$ cat src/rtl/fetch_sequencer_if.sv
// Signal bundle between the control unit / instruction memory side and the fetch sequencer.
// master: the environment driving EX-stage resolution and debug requests; slave: the sequencer.
interface fetch_sequencer_if #(
  parameter int IMEM_AW = 12
);
  logic [1:0]         pcsrc_EX;
  logic [31:0]        branch_addr;
  logic [31:0]        jal_addr;
  logic [31:0]        jalr_addr;
  logic               stall_EX;
  logic               halt_req;
  logic               step_req;
  logic [31:0]        pc_F;
  logic [IMEM_AW-1:0] imem_addr;
  logic [31:0]        pc_EX;
  logic               valid_EX;
  logic               flush_F;
  logic               stall_FETCH;
  logic               halted;
  logic               trap;
  logic [31:0]        trap_addr;
  logic [31:0]        instret;

  modport master (
    output pcsrc_EX, branch_addr, jal_addr, jalr_addr, stall_EX, halt_req, step_req,
    input  pc_F, imem_addr, pc_EX, valid_EX, flush_F, stall_FETCH, halted, trap,
           trap_addr, instret
  );

  modport slave (
    input  pcsrc_EX, branch_addr, jal_addr, jalr_addr, stall_EX, halt_req, step_req,
    output pc_F, imem_addr, pc_EX, valid_EX, flush_F, stall_FETCH, halted, trap,
           trap_addr, instret
  );
endinterface

$ cat src/rtl/fetch_sequencer.sv
// PC_FETCH owner for the 2-stage RV32I core: next-PC select, wrong-path squash, EX stall,
// debug halt/single-step, misaligned-target trap and retired-instruction counter.
module fetch_sequencer #(
  parameter logic [31:0] RESET_PC = 32'h0000_0000,
  parameter int          IMEM_AW  = 12
) (
  input  logic            clk,
  input  logic            res,
  fetch_sequencer_if.slave bus
);

  typedef enum logic [2:0] {
    RUN,
    HALT,
    STEP_F,
    STEP_X,
    TRAP
  } state_t;

  state_t      state_q, state_d;
  logic [31:0] pc_F_q, pc_F_d;
  logic [31:0] pc_EX_q, pc_EX_d;
  logic        valid_EX_q, valid_EX_d;
  logic [31:0] trap_addr_q, trap_addr_d;
  logic [31:0] instret_q, instret_d;

  logic [31:0] target;
  logic        redirect;
  logic        misalign;
  logic        flush;
  logic        stall_fetch;

  always_comb begin
    target = '0;
    unique case (bus.pcsrc_EX)
      2'b01:   target = bus.branch_addr;
      2'b10:   target = bus.jal_addr;
      2'b11:   target = bus.jalr_addr & ~32'd1;
      default: target = '0;
    endcase
  end

  assign redirect = valid_EX_q & ~bus.stall_EX & (bus.pcsrc_EX != 2'b00);
  assign misalign = redirect & target[1];

  always_ff @(posedge clk or negedge res) begin
    if (!res) begin
      state_q <= RUN;
    end else begin
      state_q <= state_d;
    end
  end

  always_comb begin
    state_d = state_q;
    unique case (state_q)
      RUN: begin
        if (!bus.stall_EX) begin
          if (misalign)          state_d = TRAP;
          else if (redirect)     state_d = bus.halt_req ? HALT : RUN;
          else if (bus.halt_req) state_d = HALT;
        end
      end
      HALT: begin
        if (bus.step_req)       state_d = STEP_F;
        else if (!bus.halt_req) state_d = RUN;
      end
      STEP_F: state_d = STEP_X;
      STEP_X: begin
        if (!bus.stall_EX) state_d = misalign ? TRAP : HALT;
      end
      TRAP:    state_d = TRAP;
      default: state_d = RUN;
    endcase
  end

  always_comb begin
    flush       = 1'b0;
    stall_fetch = 1'b0;
    pc_F_d      = pc_F_q;
    pc_EX_d     = pc_EX_q;
    valid_EX_d  = valid_EX_q;
    trap_addr_d = trap_addr_q;
    unique case (state_q)
      RUN: begin
        if (bus.stall_EX) begin
          stall_fetch = 1'b1;
        end else if (misalign) begin
          flush       = 1'b1;
          trap_addr_d = target;
          valid_EX_d  = 1'b0;
        end else if (redirect) begin
          flush      = 1'b1;
          pc_F_d     = target;
          valid_EX_d = 1'b0;
        end else if (bus.halt_req) begin
          // pc_F is left on the next unexecuted instruction so resume restarts there
          flush      = 1'b1;
          valid_EX_d = 1'b0;
        end else begin
          pc_EX_d    = pc_F_q;
          valid_EX_d = 1'b1;
          pc_F_d     = pc_F_q + 32'd4;
        end
      end
      HALT: begin
        flush      = 1'b1;
        valid_EX_d = 1'b0;
      end
      STEP_F: begin
        pc_EX_d    = pc_F_q;
        valid_EX_d = 1'b1;
        pc_F_d     = pc_F_q + 32'd4;
      end
      STEP_X: begin
        flush = 1'b1;
        if (bus.stall_EX) begin
          stall_fetch = 1'b1;
        end else begin
          valid_EX_d = 1'b0;
          if (misalign)      trap_addr_d = target;
          else if (redirect) pc_F_d = target;
        end
      end
      TRAP: begin
        flush      = 1'b1;
        valid_EX_d = 1'b0;
      end
      default: begin
        flush      = 1'b1;
        valid_EX_d = 1'b0;
      end
    endcase
  end

  assign instret_d = instret_q + {31'd0, valid_EX_q & ~bus.stall_EX};

  always_ff @(posedge clk or negedge res) begin
    if (!res) begin
      pc_F_q      <= RESET_PC;
      pc_EX_q     <= '0;
      valid_EX_q  <= 1'b0;
      trap_addr_q <= '0;
      instret_q   <= '0;
    end else begin
      pc_F_q      <= pc_F_d;
      pc_EX_q     <= pc_EX_d;
      valid_EX_q  <= valid_EX_d;
      trap_addr_q <= trap_addr_d;
      instret_q   <= instret_d;
    end
  end

  assign bus.pc_F        = pc_F_q;
  assign bus.imem_addr   = pc_F_q[IMEM_AW+1:2];
  assign bus.pc_EX       = pc_EX_q;
  assign bus.valid_EX    = valid_EX_q;
  assign bus.flush_F     = flush;
  assign bus.stall_FETCH = stall_fetch;
  assign bus.halted      = (state_q == HALT);
  assign bus.trap        = (state_q == TRAP);
  assign bus.trap_addr   = trap_addr_q;
  assign bus.instret     = instret_q;

endmodule

$ cat src/flat_wrapper.sv
// flat-port wrapper written by rule: the top's interface ports become plain ports
module fetch_sequencer_flat 
#(
  parameter logic [31:0] RESET_PC = 32'h0000_0000,
  parameter int          IMEM_AW  = 12
)
  (clk, res, bus_pcsrc_EX, bus_branch_addr, bus_jal_addr, bus_jalr_addr, bus_stall_EX, bus_halt_req, bus_step_req, bus_pc_F, bus_imem_addr, bus_pc_EX, bus_valid_EX, bus_flush_F, bus_stall_FETCH, bus_halted, bus_trap, bus_trap_addr, bus_instret);
  fetch_sequencer_if #(.IMEM_AW(IMEM_AW)) bus_i ();
  input  logic clk;
  input  logic res;
  input wire logic [$bits(bus_i.pcsrc_EX)-1:0] bus_pcsrc_EX;
  input wire logic [$bits(bus_i.branch_addr)-1:0] bus_branch_addr;
  input wire logic [$bits(bus_i.jal_addr)-1:0] bus_jal_addr;
  input wire logic [$bits(bus_i.jalr_addr)-1:0] bus_jalr_addr;
  input wire logic [$bits(bus_i.stall_EX)-1:0] bus_stall_EX;
  input wire logic [$bits(bus_i.halt_req)-1:0] bus_halt_req;
  input wire logic [$bits(bus_i.step_req)-1:0] bus_step_req;
  output wire logic [$bits(bus_i.pc_F)-1:0] bus_pc_F;
  output wire logic [$bits(bus_i.imem_addr)-1:0] bus_imem_addr;
  output wire logic [$bits(bus_i.pc_EX)-1:0] bus_pc_EX;
  output wire logic [$bits(bus_i.valid_EX)-1:0] bus_valid_EX;
  output wire logic [$bits(bus_i.flush_F)-1:0] bus_flush_F;
  output wire logic [$bits(bus_i.stall_FETCH)-1:0] bus_stall_FETCH;
  output wire logic [$bits(bus_i.halted)-1:0] bus_halted;
  output wire logic [$bits(bus_i.trap)-1:0] bus_trap;
  output wire logic [$bits(bus_i.trap_addr)-1:0] bus_trap_addr;
  output wire logic [$bits(bus_i.instret)-1:0] bus_instret;
  assign bus_i.pcsrc_EX = bus_pcsrc_EX;
  assign bus_i.branch_addr = bus_branch_addr;
  assign bus_i.jal_addr = bus_jal_addr;
  assign bus_i.jalr_addr = bus_jalr_addr;
  assign bus_i.stall_EX = bus_stall_EX;
  assign bus_i.halt_req = bus_halt_req;
  assign bus_i.step_req = bus_step_req;
  assign bus_pc_F = bus_i.pc_F;
  assign bus_imem_addr = bus_i.imem_addr;
  assign bus_pc_EX = bus_i.pc_EX;
  assign bus_valid_EX = bus_i.valid_EX;
  assign bus_flush_F = bus_i.flush_F;
  assign bus_stall_FETCH = bus_i.stall_FETCH;
  assign bus_halted = bus_i.halted;
  assign bus_trap = bus_i.trap;
  assign bus_trap_addr = bus_i.trap_addr;
  assign bus_instret = bus_i.instret;
  fetch_sequencer #(.RESET_PC(RESET_PC), .IMEM_AW(IMEM_AW)) u_core (.clk(clk), .res(res), .bus(bus_i));
endmodule
$ cat config.mk
export PLATFORM = sky130hd
export DESIGN_NAME = fetch_sequencer_flat
export DESIGN_NICKNAME = d
export VERILOG_FILES = /design/src/rtl/fetch_sequencer_if.sv /design/src/rtl/fetch_sequencer.sv /design/src/flat_wrapper.sv
export SDC_FILE = /design/constraint.sdc
export NUM_CORES = 1
export LEC_CHECK = 0
export ABC_AREA = 1
export CAP_MARGIN = 10
export CORE_MARGIN = 5
export CORE_UTILIZATION = 46
export CTS_BUF_LIST = sky130_fd_sc_hd__clkbuf_16
export CTS_CLUSTER_SIZE = 20
export DETAILED_ROUTE_END_ITERATION = 6
export PLACE_DENSITY_LB_ADDON = 0.25
export SLEW_MARGIN = 20
export SYNTH_ARGS = -nofsm -noshare
export SYNTH_HDL_FRONTEND = slang
export SYNTH_SLANG_ARGS = --single-unit
$ cat constraint.sdc
create_clock -name clk -period 2.3 [get_ports clk]
set_clock_uncertainty 0.1 [all_clocks]
set_input_delay 0.46 -clock clk [delete_from_list [all_inputs] [get_ports clk]]
set_output_delay 0.46 -clock clk [all_outputs]
set_load 0.01 [all_outputs]
==> impl_results.md <==
- Outcome: finished clean
- Flops & latches, synth: 132
- Worst path max stage delay: ~0.36 ns
- Placed cells: 1368
- Critical Path AT: around 1.6 ns
- Routability cong.: approximately 0.92
- Worst path required time: approximately 1.7 ns
- Max-cap violations: 0
- Net Switching: 5230 µW
- Worst skew pair latency: 0.42 ns
- Via/cell ratio: 5.18
- Yosys cell types: 38
- CP max-delay cell: dfrtp_1
- Seq/Total Area, Yosys: 0.471
- NumNets Final: 1310
- Layout cells sized above 1: 0.120
- Power per Cell Area: ~1300 mW/mm²
- Final instance area: between 0.01 and 0.015 mm²
- Most common cell after layout, fill and taps aside: nand2_1
- Top cells by area, synth: dfrtp_1 47%, nand2_1 16%, o21ai_0 4.4%
- Seq pwr share: 0.296
- Die H: about 130 µm
- Post-synth top area share: 0.471
- DRC: 0
- Critical path class: reg2out
- Combinational power share: 0.504
- Root Driver: clkbuf_16
- DPL Wire Length: 17.6 mm
- Most frequent cells in the layout: 306 x nand2_1, 240 x clkdlybuf4s50_1, 130 x dfrtp_1
- CTS Buffer Depth: 2
- Initial Util: 0.465
- Slew Limit Fails: 0
- Finished Core Util: 0.717
- Via Count: 7271
- Internal power: ~8300 µW
- DR iter-0 viols: 464
- DR pass1 iterations: 7
- Post-Synthesis Cell Area: 0.00701 mm²
- Die W: approximately 130 µm
- Synth-to-layout area growth: 54.3%
- Clock Power Share: 0.200
- Switching share of power: 0.386
- Top FF cell, synth: dfrtp_1
- Ys async rst share: 1.00
- Worst min path class: in2reg
- Clock buffer count from CTS: 17
- Critical Path Fanout Max: 6
- Fmax: between 0.4 and 0.5 GHz
- Number of synthesized flops with an enable pin: 0
- Max IR drop VDD: around 670 µV
- Crit. End Element: output port
- Yosys warnings: 0
- # diodes: 0
- Leading area contributor after synthesis: dfrtp_1
- Vias in the first global route: between 6000 and 7000
- H-tree depth: 4
- CTS tree: yes
- Clock Pin Slew Worst Setup and Hold Paths: 0.06 ns
- Most used cell, CP: nand2_1
- Avg Inst Size Synth: 7.74 µm²
- Leak Pwr: 0.00503 µW
- Post-DP Area: roughly 0.01 mm²
- Grt total ovfl: 0
- Placement row count: 45
- Synthesized instance count: 906
- Tmin final: about 2.2 ns
- Die ar.: 0.0178 mm²
- GRT Overall Usage: 0.253
- Drt wl/cell: 16.2 µm
- Least-Margin Pin Slew: 0.458 ns
- Final Non-Filler Cells: 1405
- Initial antenna violation count: 0
- First-pass GRT wire length: 35.6 mm
- Syn_nets: 1012
- Worst setup SP type: flip-flop
- Slew HR: 0.693
- Total Wirelength: 22.8 mm
- Final hold vios: 0
- Largest net degree at the start of global routing: 57
- Fin crit share: 0.944
- Port bufs: 246
- Io pins: 248
- Placeable Area: 0.0151 mm²
- Setup Viol. Count Final: 0
- Sinks on Clock Net: 132
- RSZ-0062 raised after global routing: false
- Crit-path cells: buf_4 > nand3_2 > nand2_1 > nand2_1 > inv_1 > dlygate4sd2_1
- Antenna Nets Post-Route: 0
final timing paths:
kind	from	endpoint	slack [ns]	depth (start not counted)
max	u_core.state_q[0]	bus_stall_FETCH	0.13	6
min	bus_stall_EX	u_core.state_q[1]	0.37	4
max in group asynchronous	res	u_core.state_q[2]	1.07	3
max reg2reg	u_core.bus.valid_EX	u_core.bus.instret[20]	0.25	11
min in group asynchronous	res	u_core.bus.instret[30]	0.39	2
min reg2reg	u_core.bus.trap_addr[7]	u_core.bus.trap_addr[7]	0.37	2
area by class of cell:
cell class,count,area (µm²)
clock buffer,17,425
clock inverter,15,166
fill,1227,4270
inverter,67,251
multi-input combinational,666,3270
sequential,132,3310
tap,188,235
timing repair buffer,320,3170
registers in the layout (all words and copies together) (netlist names):
register / count
u_core.bus.instret: 32
u_core.bus.pc_EX: 32
u_core.bus.pc_F: 32
u_core.bus.trap_addr: 32
u_core.state_q: 3
u_core.bus.valid_EX: 1
synthesized netlist by cell type, drive strengths merged, types with 4 or more instances:
library cell,instances
nor3,17
nand4,15
dfrtp,132
a221oi,6
xor2,29
nor4,5
nand2,310
mux2,4
o21ai,74
inv,67
nor2,82
xnor2,11
buf,33
nand3,59
o211ai,7
a21oi,28
clkbuf,8
worst max-delay path, delay by kind of cell, from the launching register on:
family        cells  cell delay [ns]
flops             1             0.36
simple gates      3             0.33
buf+inv           3             0.51
cell families (layout without fill, tap and decap cells):
| family | Yosys count | in the layout | share of synthesized area |
|---|---|---|---|
| flip-flops | 132 | 132 | 0.471 |
| multiplexers | 4 | 4 | 0.00642 |
| AND/OR/NAND/NOR | 495 | 495 | 0.297 |
| XOR/XNOR | 40 | 40 | 0.0500 |
| AO/OA/AOI/OAI | 124 | 124 | 0.100 |
| adder cells (fa/ha/maj) | 3 | 3 | 0.00535 |
| buffers and inverters | 108 | 419 | 0.0703 |
power by group through the flow:
| stage | sequential [µW] | combinational, µW | clock (µW) |
|---|---|---|---|
| final | 4000 | 6830 | 2710 |
| after global routing | 4140 | 7500 | 2840 |
| after CTS | 3990 | 6870 | 2740 |
| after detailed placement | 4010 | 6830 | 0 |
| after global placement | 3980 | 6700 | 0 |
| after floorplan | 4320 | 2870 | 0 |
routing by layer:
layer | vias up | global-route usage | share of wire
met3 | 27 | 0.0752 | 0.089
met1 | 3385 | 0.324 | 0.41
met5 | - | 0 | 0
met2 | 332 | 0.413 | 0.48
met4 | 0 | 0.0789 | 0.018
li1 | 3527 | - | -
stage by stage:
| step | hold slack, ns | setup TNS [ns] | power, µW | worst slack (ns) |
|---|---|---|---|---|
| floorplan | 0.0644 | 0 | 7190 | 0.0935 |
| global placement | 0.251 | -7.18 | 10700 | -0.316 |
| detailed placement | 0.258 | -12.05 | 10800 | -0.406 |
| CTS | 0.372 | 0 | 13600 | 0.0152 |
| global route | 0.378 | 0 | 14500 | 0.0369 |
| finish | 0.368 | 0 | 13500 | 0.129 |
timing repair:
item / 4_1_cts / 5_1_grt
gates resized for setup: 11 / 13
setup buffers: 2 / 2
endpoints found under the setup margin: 5 / 14
endpoints found under the hold margin: 28 / 0
pin swaps: 1 / 3
hold buffers: 1 / 0
(Power assumes the default switching activity.)
